File: config.mk
export PLATFORM = sky130hd
export DESIGN_NAME = tile_writeback
export DESIGN_NICKNAME = d
export VERILOG_FILES = /design/src/rtl/tiling_pkg.sv /design/src/rtl/tile_addr_gen.sv /design/src/rtl/tile_writeback.sv
export SDC_FILE = /design/constraint.sdc
export NUM_CORES = 1
export LEC_CHECK = 0
export ABC_AREA = 1
export BUFFER_PORTS_ARGS = -buffer_cell sky130_fd_sc_hd__buf_4
export CAP_MARGIN = 20
export CORE_ASPECT_RATIO = 1.25
export CORE_MARGIN = 4
export CORE_UTILIZATION = 40
export DETAILED_ROUTE_END_ITERATION = 10
export PLACE_DENSITY = 0.59
export SKIP_CTS_REPAIR_TIMING = 1
export SLEW_MARGIN = 10
export SYNTH_ARGS = -nofsm -noshare
export SYNTH_HDL_FRONTEND = slang
export SYNTH_SLANG_ARGS = --single-unit
File: constraint.sdc
create_clock -name iClk -period 4.8 [get_ports iClk]
set_input_delay 1.44 -clock iClk [delete_from_list [all_inputs] [get_ports iClk]]
set_output_delay 1.44 -clock iClk [all_outputs]
set_load 0.03 [all_outputs]
File: src/rtl/tiling_pkg.sv
// Shared tiling definitions: default frame geometry, derived tile counts,
// write-back FSM state encoding and the coordinate counter type.
package tiling_pkg;

  localparam int unsigned DEF_IMAGE_WIDTH  = 640;
  localparam int unsigned DEF_IMAGE_HEIGHT = 480;
  localparam int unsigned DEF_TILE_SIZE    = 16;

  localparam int unsigned TILES_X = DEF_IMAGE_WIDTH  / DEF_TILE_SIZE;
  localparam int unsigned TILES_Y = DEF_IMAGE_HEIGHT / DEF_TILE_SIZE;

  localparam int unsigned ADDR_W = 19;
  localparam int unsigned DATA_W = 8;
  localparam int unsigned CNT_W  = 16;

  typedef logic [CNT_W-1:0] coord_t;

  typedef enum logic [1:0] {
    S_IDLE,
    S_WRITE_TILE,
    S_NEXT_TILE,
    S_DONE
  } wb_state_t;

endpackage

File: src/rtl/tile_addr_gen.sv
// Maps a (tile, pixel-in-tile) coordinate to a raster-order frame address.
// Purely combinational so read- and write-side tiling logic can share it.
module tile_addr_gen
  import tiling_pkg::*;
#(
  parameter int unsigned IMAGE_WIDTH = DEF_IMAGE_WIDTH,
  parameter int unsigned TILE_SIZE   = DEF_TILE_SIZE
) (
  input  coord_t              i_tile_x,
  input  coord_t              i_tile_y,
  input  coord_t              i_pixel_x,
  input  coord_t              i_pixel_y,
  output logic [ADDR_W-1:0]   o_addr
);

  // 32-bit intermediate math, truncated to the BRAM address width at the end.
  always_comb begin
    o_addr = ADDR_W'((32'(i_tile_y) * TILE_SIZE + 32'(i_pixel_y)) * IMAGE_WIDTH
                     + 32'(i_tile_x) * TILE_SIZE + 32'(i_pixel_x));
  end

endmodule

File: src/rtl/tile_writeback.sv
// Accepts a frame of pixels in tile order and writes each one to its raster
// address in BRAM, one registered write per accepted beat.
module tile_writeback
  import tiling_pkg::*;
#(
  parameter int unsigned IMAGE_WIDTH  = DEF_IMAGE_WIDTH,
  parameter int unsigned IMAGE_HEIGHT = DEF_IMAGE_HEIGHT,
  parameter int unsigned TILE_SIZE    = DEF_TILE_SIZE
) (
  input  logic              iClk,
  input  logic              iRst,
  input  logic              iStart,
  input  logic [DATA_W-1:0] i_tile_data,
  input  logic              i_tile_data_valid,
  output logic              o_tile_ready,
  output logic [ADDR_W-1:0] o_bram_addr,
  output logic [DATA_W-1:0] o_bram_wdata,
  output logic              o_bram_we,
  output logic              o_busy,
  output logic              o_done
);

  localparam coord_t L_PIX_LAST = coord_t'(TILE_SIZE - 1);
  localparam coord_t L_TX_LAST  = coord_t'(IMAGE_WIDTH / TILE_SIZE - 1);
  localparam coord_t L_TY_LAST  = coord_t'(IMAGE_HEIGHT / TILE_SIZE - 1);

  wb_state_t         r_state;
  coord_t            r_tile_x;
  coord_t            r_tile_y;
  coord_t            r_pix_x;
  coord_t            r_pix_y;
  logic [ADDR_W-1:0] r_bram_addr;
  logic [DATA_W-1:0] r_bram_wdata;
  logic              r_bram_we;
  logic              r_done;

  logic              w_accept;
  logic [ADDR_W-1:0] w_addr;

  tile_addr_gen #(
    .IMAGE_WIDTH (IMAGE_WIDTH),
    .TILE_SIZE   (TILE_SIZE)
  ) u_addr_gen (
    .i_tile_x  (r_tile_x),
    .i_tile_y  (r_tile_y),
    .i_pixel_x (r_pix_x),
    .i_pixel_y (r_pix_y),
    .o_addr    (w_addr)
  );

  always_comb begin
    o_tile_ready = (r_state == S_WRITE_TILE);
    o_busy       = (r_state != S_IDLE);
    w_accept     = i_tile_data_valid && (r_state == S_WRITE_TILE);
  end

  always_ff @(posedge iClk or negedge iRst) begin
    if (!iRst) begin
      r_state      <= S_IDLE;
      r_tile_x     <= '0;
      r_tile_y     <= '0;
      r_pix_x      <= '0;
      r_pix_y      <= '0;
      r_bram_addr  <= '0;
      r_bram_wdata <= '0;
      r_bram_we    <= 1'b0;
      r_done       <= 1'b0;
    end else begin
      r_bram_we <= 1'b0;
      r_done    <= 1'b0;
      case (r_state)
        S_IDLE: begin
          if (iStart) begin
            r_tile_x <= '0;
            r_tile_y <= '0;
            r_pix_x  <= '0;
            r_pix_y  <= '0;
            r_state  <= S_WRITE_TILE;
          end
        end
        S_WRITE_TILE: begin
          if (w_accept) begin
            r_bram_we    <= 1'b1;
            r_bram_addr  <= w_addr;
            r_bram_wdata <= i_tile_data;
            if (r_pix_x == L_PIX_LAST) begin
              r_pix_x <= '0;
              if (r_pix_y == L_PIX_LAST) begin
                r_state <= S_NEXT_TILE;
              end else begin
                r_pix_y <= r_pix_y + 1'b1;
              end
            end else begin
              r_pix_x <= r_pix_x + 1'b1;
            end
          end
        end
        S_NEXT_TILE: begin
          r_pix_x <= '0;
          r_pix_y <= '0;
          r_state <= S_WRITE_TILE;
          if (r_tile_x == L_TX_LAST) begin
            r_tile_x <= '0;
            if (r_tile_y == L_TY_LAST) begin
              // o_done is registered, so it is raised on the edge entering S_DONE.
              r_state <= S_DONE;
              r_done  <= 1'b1;
            end else begin
              r_tile_y <= r_tile_y + 1'b1;
            end
          end else begin
            r_tile_x <= r_tile_x + 1'b1;
          end
        end
        S_DONE: begin
          r_state <= S_IDLE;
        end
        default: r_state <= S_IDLE;
      endcase
    end
  end

  always_comb begin
    o_bram_addr  = r_bram_addr;
    o_bram_wdata = r_bram_wdata;
    o_bram_we    = r_bram_we;
    o_done       = r_done;
  end

endmodule

Yosys cells after proc, flatten, opt, wreduce, memory -nomap -nowiden
Index checks and enable logic that the tools add are counted.
{ "word_totals": {"out_inout_bits": 31, "mem_bits_ro": 0, "register_bits": 95, "latch_bits": 0, "wordCells": 67, "ramBits": 0, "inputBits": 12, "memories": 0} }
{ "classes": {"add_sub_neg": 7, "mux": 25, "n_mul": 1, "n_shift": 0, "n_eq_ne": 14, "n_lt_le_gt_ge": 0, "n_bitwise": 0, "n_reduce_logical": 11, "n_div": 0} }
{ "ops": {"columns": ["cell", "count"], "rows": [
  ["$mux 16", 9],
  ["$pmux 16 s3", 2],
  ["$add 16x1->16 const B", 4],
  ["$pmux 16 s2", 2],
  ["$eq 16x4->1 const B", 2],
  ["$mul 32x3->12 const B", 1],
  ["$add 20x16->21", 1],
  ["$add 19x16->19", 1],
  ["$add 19x19->19", 1],
  ["$eq 16x5->1 const B", 1],
  ["$eq 16x6->1 const B", 1],
  ["$mux 2", 6],
  ["$ne 2x2->1 const B", 4],
  ["$pmux 2 s4", 1],
  ["$reduce_and 4->1", 2],
  ["$ne 2x1->1 const B", 3],
  ["$mux 1", 5],
  ["$reduce_and 5->1", 1],
  ["$eq 2x2->1 const B", 2],
  ["$reduce_and 2->1", 2],
  ["$reduce_bool 2->1", 2],
  ["$reduce_and 3->1", 1],
  ["$reduce_bool 3->1", 1],
  ["$eq 2x1->1 const B", 1],
  ["other kinds (2)", 2]
]} }

Longest topological paths before layout
Gate-level depths: netlist (run 1).
{ "depth": {"depth_word": 5, "mapped_depth": 25, "mapped_depth_nobuf": 25} }

By module
From an unflattened synthesis (run 1), not the netlist that was laid out.
{ "hier_totals": {"cells_unflattened": 1001, "area_unflattened_um2": 7254.5} }
{ "modules_own_cells": {"columns": ["module", "cells_each", "area_each_um2", "instances", "seq_area_each_um2"], "rows": [
  ["tile_writeback", 740, 5426.5, 1, 2377.3],
  ["tile_addr_gen", 261, 1828.0, 1, 0.0]
]} }

Worst setup path after synthesis (run 1)
No wires, ideal clock.
{ "synth_path": {"kind": "register -> register", "from": "register r_tile_y[0]", "to": "register r_bram_addr[17], in the netlist o_bram_addr[17]", "period_less_slack_ps": 4115, "t_required_ps": 4683, "path_stages_with_launch": 21, "arrival_ps": 3998, "setup_slack_ps": 685, "path_buffers": 0, "setup_time_ps": 117, "cell_sequence": "dfrtp_1 -> ha_1 -> fa_1 -> xor2_1 -> ha_1 -> ha_1 -> a21oi_1 -> o21ai_0 -> xor2_1 -> fa_1 -> inv_1 -> ha_1 -> a21o_1 -> nor2_1 -> nand3_1 -> nand2_1 -> inv_1 -> o21ai_0 -> nand3b_1 -> nand3_1 -> nand2_1"} }
{ "synth_between": {"elab_chain_len": 4} }
{ "synth_rtl": {"columns": ["element", "line", "text"], "rows": [
  ["start: declaration", "tile_writeback.sv:29", "coord_t r_tile_y;"],
  ["start signal: assignment", "tile_writeback.sv:109", "r_tile_y <= r_tile_y + 1'b1;"],
  ["$add 20x16->21", "tile_addr_gen.sv:18", "o_addr = ADDR_W'((32'(i_tile_y) * TILE_SIZE + 32'(i_pixel_y)) * IMAGE_WIDTH"],
  ["$mul 32x3->12", "tile_addr_gen.sv:18", null],
  ["$add 19x19->19", "tile_addr_gen.sv:19", "+ 32'(i_tile_x) * TILE_SIZE + 32'(i_pixel_x));"],
  ["$add 19x16->19", "tile_addr_gen.sv:19", null],
  ["end signal: assignment", "tile_writeback.sv:84", "r_bram_addr <= w_addr;"],
  ["end: declaration", "tile_writeback.sv:32", "logic [ADDR_W-1:0] r_bram_addr;"]
]} }
No other way between the ends.
A chain may end at the register's enable or synchronous reset.

Worst setup path after layout (run 1)
{ "layout_path": {"from": "register r_tile_y[0]", "to": "register r_bram_addr[18], in the netlist o_bram_addr[18]"} }
Same word-level chain as after synthesis.

==> results of run 1 <==
## per-layer routing
layer	vias up	part of all wire
li1	2874	-
met1	2503	0.44
met2	84	0.49
met3	26	0.032
met4	0	0.031
met5	-	0
## synthesized netlist by cell type (20+ instances only)
cell type  instances  area [sq um]
xor2_1            25           219
nand2_1          207           777
nand3_1           50           250
inv_2             23          86.3
o21ai_0           21           105
o21ai_1           40           200
inv_1             80           300
nor3_1            22           110
a21oi_1           42           210
nand4_1           20           125
nor2_1            51           191
dfrtp_1           95          2380
ha_1              47           588
## flip-flops by register name, indices dropped and copies added (netlist names)
signal and cells:
o_done 1, o_bram_addr 19, o_bram_wdata 8, r_tile_x 16, r_pix_y 16, r_tile_y 16, r_pix_x 16, o_bram_we 1
r_state 2
## cell type report
type	instances	area, sq um
inverter	106	403
clock inverter	7	73.8
timing repair buffer	44	350
tap	216	270
multi-input combinational	624	3760
sequential	95	2380
fill	1655	8810
clock buffer	9	225
## kinds of logic after synthesis
| group | count (synthesis) |
|---|---|
| AND/OR/NAND/NOR | 399 |
| AO/OA/AOI/OAI | 128 |
| buffers and inverters | 120 |
| flip-flops | 95 |
| adder cells (fa/ha/maj) | 59 |
| XOR/XNOR | 38 |
## cells in the final DEF, fill, tap and decap left out, types with 3 or more instances in the layout
cell type	count
nor2_4	3
nand4_1	20
nand3_1	50
o31ai_1	10
inv_1	80
nand2_1	207
xor2_1	25
dfrtp_1	95
fa_1	12
nand3_2	3
nor3_1	22
nand2_4	4
buf_4	42
xnor2_1	13
nand3b_1	3
nor4_2	3
nor4_1	13
o21ai_1	41
or2_2	5
ha_1	47
or2_1	4
o21ai_0	20
a21oi_1	42
clkbuf_16	9
nor3_2	3
inv_2	23
nor2_1	51
## metrics by stage
stage | setup WS [ns] | area, sq um
2_1_floorplan | 0.685 | 6630
6_report | 0.437 | 7460
3_5_place_dp | 0.398 | 7140
4_1_cts | 0.368 | 7440
3_3_place_gp | 0.447 | 7140
5_1_grt | 0.0639 | 7460
## report_power, final
group	total [W]	internal (W)	switching (W)
sequential	0.00104	0.000925	0.000119
clock	0.000730	0.000369	0.000361
combinational	0.000962	0.000337	0.000625
total	0.00274	0.00163	0.00110
## worst register-to-register path, stage by stage (launching register included)
cell and delay [ns]:
dfrtp_1 0.46, ha_1 0.27, fa_1 0.47, ha_1 0.30, ha_1 0.35, a21oi_1 0.15, nand2_1 0.09, a21oi_1 0.14
o21bai_1 0.10, xor2_1 0.16, fa_1 0.48, inv_1 0.04, ha_1 0.32, a21oi_1 0.13, a21boi_0 0.20, nand3_1 0.11
nand2_1 0.10, nand2_1 0.05, nand2_1 0.05, nand2_1 0.06, inv_1 0.05, nand2_1 0.05, nand3_1 0.06, nand2_1 0.05
## worst max-delay path by stage
stage / startpoint / endpoint / slack (ns)
after floorplan: r_tile_y[0] / o_bram_addr[17] / 0.69
after global placement: r_tile_y[0] / o_bram_addr[17] / 0.45
after detailed placement: r_tile_y[0] / o_bram_addr[17] / 0.40
after CTS: r_tile_y[0] / o_bram_addr[17] / 0.37
after global routing: r_tile_y[0] / o_bram_addr[18] / 0.06
final: r_tile_y[0] / o_bram_addr[18] / 0.44
==> impl_metrics.tcl, run 1 <==
set metrics [dict create \
    cts_tree "yes" \
    synth_simple_gate_area_frac 0.285 \
    relSlewSlack 0.569 \
    rows 52 \
    setup_tns_ns 0 \
    reg2reg_to "o_bram_addr[18]" \
    crit_family "adder cells" \
    critical_path_class "register to register" \
    r2r_slack_ns 0.44 \
    drt_first_pass_iters 5 \
    gr-usage-met1 0.207 \
    core_sq_mm 0.0163 \
    htreeDepth 3 \
    cp.buffers_inverters 2 \
    cpMostUsedCell "nand2_1" \
    clockBufferDepth 2 \
    syn_to_final_growth_pct 12.5 \
    fin_cells 1101 \
    cts_root_buf "clkbuf_16" \
    hold_end "r_tile_x[15]" \
    syn-num-nets 910 \
    nets 951 \
    dieWidth_um 123 \
    path_depth 23 \
    end_kind "register" \
    globalRouteMet2Util 0.283 \
    synth_compound_area_frac 0.107 \
    worstPathArrival_ns 4.61 \
    synthXorXnorAreaFrac 0.0502 \
    use_met3 0.0294 \
    synth_area_per_cell_sq_um 7.90 \
    syn_area_sq_mm 0.00663 \
    diodes 0 \
    synthAdderAreaFrac 0.125 \
    fp.dieArea_sq_mm 0.0187 \
    clkSinkCount 95 \
    critPathLaunchType "register" \
    cts_buffers 9 \
    finalHoldViolCount 0 \
    slew_violations 0 \
    outcome "finished, final reports clean" \
    port_buffers 42 \
    worst_hold_path_type "register to register" \
    slowest_stage "fa_1" \
    slowest_delay_ns 0.48 \
    whs_ns 0.471 \
    cp_max_fo 7 \
    ys_seq_elements 95 \
    power_density_mw_per_mm2 367 \
    fin_crit_ns 4.36 \
    synth_cell_types 48 \
    ir_drop_v 0.000172 \
    track_usage 0.167 \
    synth_edf_count 0 \
    ys_warn_count 0 \
    crit_chain "ha_1 -> fa_1 -> ha_1 -> ha_1 -> a21oi_1 -> nand2_1 -> a21oi_1 -> o21bai_1 -> xor2_1 -> fa_1 -> inv_1 -> ha_1 -> a21oi_1 -> a21boi_0 -> nand3_1 -> nand2_1 -> nand2_1 -> nand2_1 -> nand2_1 -> inv_1 -> nand2_1 -> nand3_1 -> nand2_1" \
    finalCritPeriodShare 0.909 \
    grt_pass1_wl_mm 25.3 \
    drt_wl_total_mm 15.0 \
    fin_util 0.458 \
    via_per_inst 4.98 \
    gp_congestion 0.901 \
    grt_overflow 0 \
    timing.rr.start "r_tile_y[0]" \
    drcViolationCount 0 \
    route.vias.total 5487 \
    avgRoutedWirePerCell_um 13.6 \
    min-delay-start "r_tile_x[15]" \
    die_y_um 152 \
    place_inst 1084 \
    fmax_mhz 229 \
    fin_skew_ns 0.00930 \
    ys_async_sr_fraction 1.00 \
    tightest_slew_ns 0.645 \
    rsz0062_at_grt "no" \
    total_power_w 0.00274 \
    grt_max_degree 51 \
    synth_ff_type "dfrtp_1" \
    cp.required_ns 5.05 \
    drtAntennaViolNets 0 \
    drtIter0Drc 201 \
    clkTransAtPathRegs_ns 0.08 \
    worstSkewPairLatency_ns 0.36 \
    busiest_layer "met2" \
    grt_pass1_vias 5324 \
    muxShareOfSynthArea 0 \
    r2r_cells 23 \
    io_pins 43 \
    whs_path_depth 1 \
    maxCapViolations 0 \
    start_util 0.408 \
    synthCells 839 \
    dpl.hpwl_mm 11.5 \
    grt_antenna_before_repair 0 \
    ys_seq_area_frac 0.359 \
    setup_violations 0 \
    synth_top_family_by_area "simple AND/OR/NAND/NOR gates" \
    drive_gt1_frac 0.131 \
    p_leak_nw 3.67 \
]
Power figures use the tool's default switching activity.
==> run 2: changes to the inputs <==
--- a/config.mk
+++ b/config.mk
@@ -10,11 +10,12 @@
 export CAP_MARGIN = 20
 export CORE_ASPECT_RATIO = 1.25
 export CORE_MARGIN = 4
-export CORE_UTILIZATION = 40
+export CORE_UTILIZATION = 60
 export DETAILED_ROUTE_END_ITERATION = 10
-export PLACE_DENSITY = 0.59
+export PLACE_DENSITY = 0.81
 export SKIP_CTS_REPAIR_TIMING = 1
 export SLEW_MARGIN = 10
 export SYNTH_ARGS = -nofsm -noshare
 export SYNTH_HDL_FRONTEND = slang
 export SYNTH_SLANG_ARGS = --single-unit
+export TNS_END_PERCENT = 100
==> run 2 against run 1 <==
  * Hold slack barely moved
  * Fmax fell by 1.6%
  * Clock skew barely moved
  * Wire length rose by 1.7%
==> impl_metrics.tcl, run 2 (synthesized netlist as in run 1, its figures left out) <==
set metrics [dict create \
    tightest_slew_ns 0.685 \
    p_leak_nw 3.66 \
    outcome "finished, final reports clean" \
    maxCapViolations 0 \
    grt_overflow 0 \
    clkSinkCount 95 \
    setup_tns_ns 0 \
    dpl.hpwl_mm 11.5 \
    multiInputGateArea_sq_mm 0.00376 \
    grt_antenna_before_repair 0 \
    fin_crit_ns 4.43 \
    avgRoutedWirePerCell_um 15.0 \
    critPathLaunchType "register" \
    nets 952 \
    fp.dieArea_sq_mm 0.0128 \
    rsz0062_at_grt "no" \
    core_sq_mm 0.0107 \
    regArea_sq_mm 0.00238 \
    ir_drop_v 0.000195 \
    cts_root_buf "clkbuf_16" \
    cp.required_ns 5.04 \
    fillers 918 \
    cp_max_fo 7 \
    setup_violations 0 \
    grt_pass1_vias 5515 \
    drtAntennaViolNets 0 \
    die_y_um 126 \
    final_cell_mix "207 x nand2_1, 95 x dfrtp_1, 80 x inv_1" \
    fin_skew_ns 0.00950 \
    cts_tree "yes" \
    dieWidth_um 102 \
    fin_util 0.685 \
    critical_path_class "register to register" \
    htreeDepth 3 \
    largest_reg_flops 19 \
    finalHoldViolCount 0 \
    relSlewSlack 0.539 \
    drive_gt1_frac 0.132 \
    drt_first_pass_iters 6 \
    grt_max_degree 79 \
    io_pins 43 \
    clockBufferDepth 2 \
    worstSkewPairLatency_ns 0.35 \
    grt_pass1_wl_mm 25.6 \
    route.vias.total 5783 \
    drtIter0Drc 388 \
    syn_to_final_growth_pct 10.8 \
    layout_commonest_cell "nand2_1" \
    power_density_mw_per_mm2 370 \
    gp_congestion 0.904 \
    fmax_mhz 226 \
    clkTransAtPathRegs_ns 0.07 \
    finalCritPeriodShare 0.923 \
    cts_buffers 9 \
    via_per_inst 5.68 \
    rows 42 \
    worst_hold_path_type "register to register" \
    worstPathArrival_ns 4.67 \
    slew_violations 0 \
    drt_wl_total_mm 15.2 \
    drcViolationCount 0 \
    track_usage 0.246 \
    start_util 0.618 \
    diodes 0 \
    port_buffers 42 \
    end_kind "register" \
]
## run 2: critical path, cell delays in order, from the launching register on
cell      delay [ns]
dfrtp_1         0.46
ha_1            0.27
fa_1            0.41
xor2_1          0.18
ha_1            0.32
ha_1            0.35
a21oi_1         0.16
o21ai_1         0.12
xor2_1          0.17
fa_1            0.50
inv_1           0.04
ha_1            0.34
a21o_1          0.20
nor2_1          0.10
nand3_1         0.10
nand2_1         0.07
inv_1           0.05
o21ai_0         0.21
nand3b_1        0.11
nand3_1         0.10
nand2_1         0.05
## run 2: final cells by class
type	instances	area share
Clock buffer	9	0.0307
Clock inverter	7	0.00851
Multi-Input combinational cell	624	0.511
Sequential cell	95	0.324
Tap cell	132	0.0225
Inverter	106	0.0548
Timing Repair Buffer	45	0.0487
## run 2: through the flow
stage	setup WS, ns	power [W]	instance area (sq um)	std cells	hold WS [ns]
final	0.367	0.00272	7350	1018	0.472
after CTS	0.321	0.00274	7310	1016	0.478
after floorplan	0.685	0.00175	6630	839	0.440
after global placement	0.509	0.00199	7020	1000	0.455
after global routing	0.0376	0.00292	7350	1018	0.495
after detailed placement	0.337	0.00202	7020	1000	0.460
## run 2: path summary, 6_finish.rpt
| path | cells past startpoint | startpoint | endpoint | slack [ns] |
|---|---|---|---|---|
| worst max-delay path | 20 | r_tile_y[0] | o_bram_addr[17] | 0.37 |
| worst min-delay path | 2 | o_bram_addr[6] | o_bram_addr[6] | 0.47 |
| worst max register to register | 20 | r_tile_y[0] | o_bram_addr[17] | 0.37 |
| worst min register to register | 2 | o_bram_addr[6] | o_bram_addr[6] | 0.47 |
| max in group asynchronous | 2 | iRst | o_bram_wdata[4] | 3.12 |
| min in group asynchronous | 1 | iRst | r_tile_x[6] | 1.05 |
## run 2: report_power, final
| group | internal (W) | switching (W) |
|---|---|---|
| Combinational | 0.000340 | 0.000642 |
| Clock | 0.000362 | 0.000336 |
| Sequential | 0.000926 | 0.000115 |
| Total | 0.00163 | 0.00109 |
## run 2: metal layers
layer  GRT usage  routed length, um  part of all wire
met4      0.0826                362             0.024
met3      0.0312                698             0.046
met5           0                  0                 0
met2       0.429               7930              0.52
met1       0.311               6260              0.41
==> run 3: changes to the inputs <==
--- a/config.mk
+++ b/config.mk
@@ -13,6 +13,7 @@
 export CORE_UTILIZATION = 60
 export DETAILED_ROUTE_END_ITERATION = 10
 export PLACE_DENSITY = 0.81
+export REMOVE_ABC_BUFFERS = 1
 export SKIP_CTS_REPAIR_TIMING = 1
 export SLEW_MARGIN = 10
 export SYNTH_ARGS = -nofsm -noshare
==> run 3 against run 2 <==
  * Hold slack improved by 0.0040 ns
  * Sequential share of layout area decreased by 0.093 points
  * Fmax decreased by 0.30%
  * Clock-buffer cell count unchanged
  * Critical path depth increased by 3
  * Final area increased by 0.34%
  * Wire length increased by 0.16%
  * Largest power group unchanged
  * Worst setup slack got worse by 0.013 ns
  * Critical endpoint is now o_bram_addr[18]
  * Final cell count unchanged
  * Clock power increased by 7.6%
  * First-iteration DRC count decreased by 9.5%
==> impl_metrics.tcl, run 3 (synthesized netlist as in run 1, its figures left out) <==
set metrics [dict create \
    outcome "finished, final reports clean" \
    fmax_mhz 225 \
    drtIter0Drc 351 \
    track_usage 0.249 \
    relSlewSlack 0.563 \
    die_y_um 126 \
    via_per_inst 5.78 \
    cpMostUsedCell "nand2_1" \
    topRoutingLayerUsed "met4" \
    nets 952 \
    drt_wl_total_mm 15.3 \
    dr_wl_met2_mm 7.61 \
    dpl.hpwl_mm 11.5 \
    grt_pass1_vias 5595 \
    clkTransAtPathRegs_ns 0.07 \
    critPathLaunchType "register" \
    fillers 858 \
    rsz0062_at_grt "no" \
    regArea_sq_mm 0.00238 \
    multiInputGateArea_sq_mm 0.00377 \
    maxCapViolations 0 \
    critical_path_class "register to register" \
    cts_root_buf "clkbuf_16" \
    dp_slack_ns 0.297 \
    port_buffers 42 \
    drcViolationCount 0 \
    total_power_w 0.00278 \
    wl_met1_mm 6.13 \
    finalHoldViolCount 0 \
    final_cell_mix "207 x nand2_1, 94 x dfrtp_1, 80 x inv_1" \
    worst_hold_path_type "register to register" \
    largest_reg_flops 19 \
    ir_drop_v 0.000199 \
    finalCritPeriodShare 0.926 \
    crit_chain "ha_1 -> fa_1 -> ha_1 -> ha_1 -> a21oi_2 -> nand2_1 -> a21oi_1 -> o21bai_1 -> xor2_1 -> fa_1 -> inv_1 -> ha_1 -> nand2_1 -> nor2_1 -> nand3_1 -> nand3_1 -> nand2_1 -> nand2_1 -> nand2_1 -> nand2_1 -> nand3_1 -> nand3_1 -> nand2_1" \
    end_kind "register" \
    grt_max_degree 47 \
    drtAntennaViolNets 0 \
    syn_to_final_growth_pct 11.2 \
    drt_first_pass_iters 5 \
    layout_commonest_cell "nand2_1" \
    start_util 0.618 \
    rows 42 \
    avgRoutedWirePerCell_um 15.0 \
    diodes 0 \
    slew_violations 0 \
    power_density_mw_per_mm2 377 \
    slowest_stage "fa_1" \
    fp.dieArea_sq_mm 0.0128 \
    postPlaceCellArea_sq_mm 0.00703 \
    clockBufferDepth 2 \
    fin_ws_ns 0.354 \
    slowest_delay_ns 0.48 \
    cts_tree "yes" \
    grt_overflow 0 \
    worstPathArrival_ns 4.68 \
    grt_antenna_before_repair 0 \
    setup_violations 0 \
    fin_crit_ns 4.45 \
    io_pins 43 \
    final_area_sq_mm 0.00737 \
    cp_max_fo 7 \
    p_leak_nw 3.68 \
    grt_pass1_wl_mm 25.8 \
    cts_buffers 9 \
    dieWidth_um 102 \
    worstSkewPairLatency_ns 0.35 \
    cp.required_ns 5.04 \
    fin_skew_ns 0.00757 \
    setup_tns_ns 0 \
    core_sq_mm 0.0107 \
    dr_wl_met3_um 787 \
    gp_congestion 0.924 \
    tightest_slew_ns 0.650 \
    drive_gt1_frac 0.137 \
    route.vias.total 5888 \
    clkSinkCount 95 \
    htreeDepth 3 \
]
==> run 3: cell types whose count changed in the layout (fill, tap and decap cells not counted), moves of 2 or more <==
| cell | delta |
|---|---|
| clkinvlp_4 | -3 |
| a21oi_1 | -2 |
| clkinv_4 | +3 |
| a21oi_2 | +2 |
==> run 3: report_power, final <==
| group | internal (W) | leakage (nW) | switching (W) |
|---|---|---|---|
| Clock | 0.000416 | 0.154 | 0.000335 |
| Combinational | 0.000338 | 2.25 | 0.000644 |
| Sequential | 0.000926 | 1.28 | 0.000121 |
| Total | 0.00168 | 3.68 | 0.00110 |
==> run 3: area by class of cell <==
class	count	area share
Multi-Input combinational cell	624	0.512
Tap cell	132	0.0224
Clock inverter	7	0.0119
Inverter	106	0.0547
Sequential cell	95	0.323
Timing Repair Buffer	45	0.0463
Clock buffer	9	0.0305
==> run 3: critical path: cells and delay by family (launching register included) <==
family,cells,cell delay (ns)
xor gates and xnor gates,1,0.16
adders and majority gates,6,2.21
buffers and inverters,1,0.04
and+or+nand+nor,12,1.04
AOI/OAI and AO/OA,3,0.43
DFF,1,0.45
==> run 3: per-stage QoR <==
step	cells	hold WS, ns	util
floorplan	825	0.440	-
detailed placement	1001	0.462	0.656
finish	1018	0.476	0.688
global placement	1001	0.455	0.656
global route	1018	0.505	0.688
CTS	1017	0.480	0.685
==> run 3: layer usage <==
| layer | vias up | track usage |
|---|---|---|
| li1 | 2879 | - |
| met1 | 2747 | 0.307 |
| met2 | 221 | 0.423 |
| met3 | 41 | 0.0240 |
| met4 | 0 | 0.134 |
| met5 | - | 0 |
==> run 3: worst paths after layout <==
| path | startpoint | endpoint | slack (ns) | cells past startpoint |
|---|---|---|---|---|
| max in group asynchronous | iRst | r_tile_y[0] | 2.86 | 2 |
| max reg2reg | r_tile_y[0] | o_bram_addr[18] | 0.35 | 23 |
| max | r_tile_y[0] | o_bram_addr[18] | 0.35 | 23 |
| min reg2reg | o_bram_wdata[3] | o_bram_wdata[3] | 0.48 | 2 |
| min | o_bram_wdata[3] | o_bram_wdata[3] | 0.48 | 2 |
| min in group asynchronous | iRst | r_tile_x[2] | 1.10 | 1 |
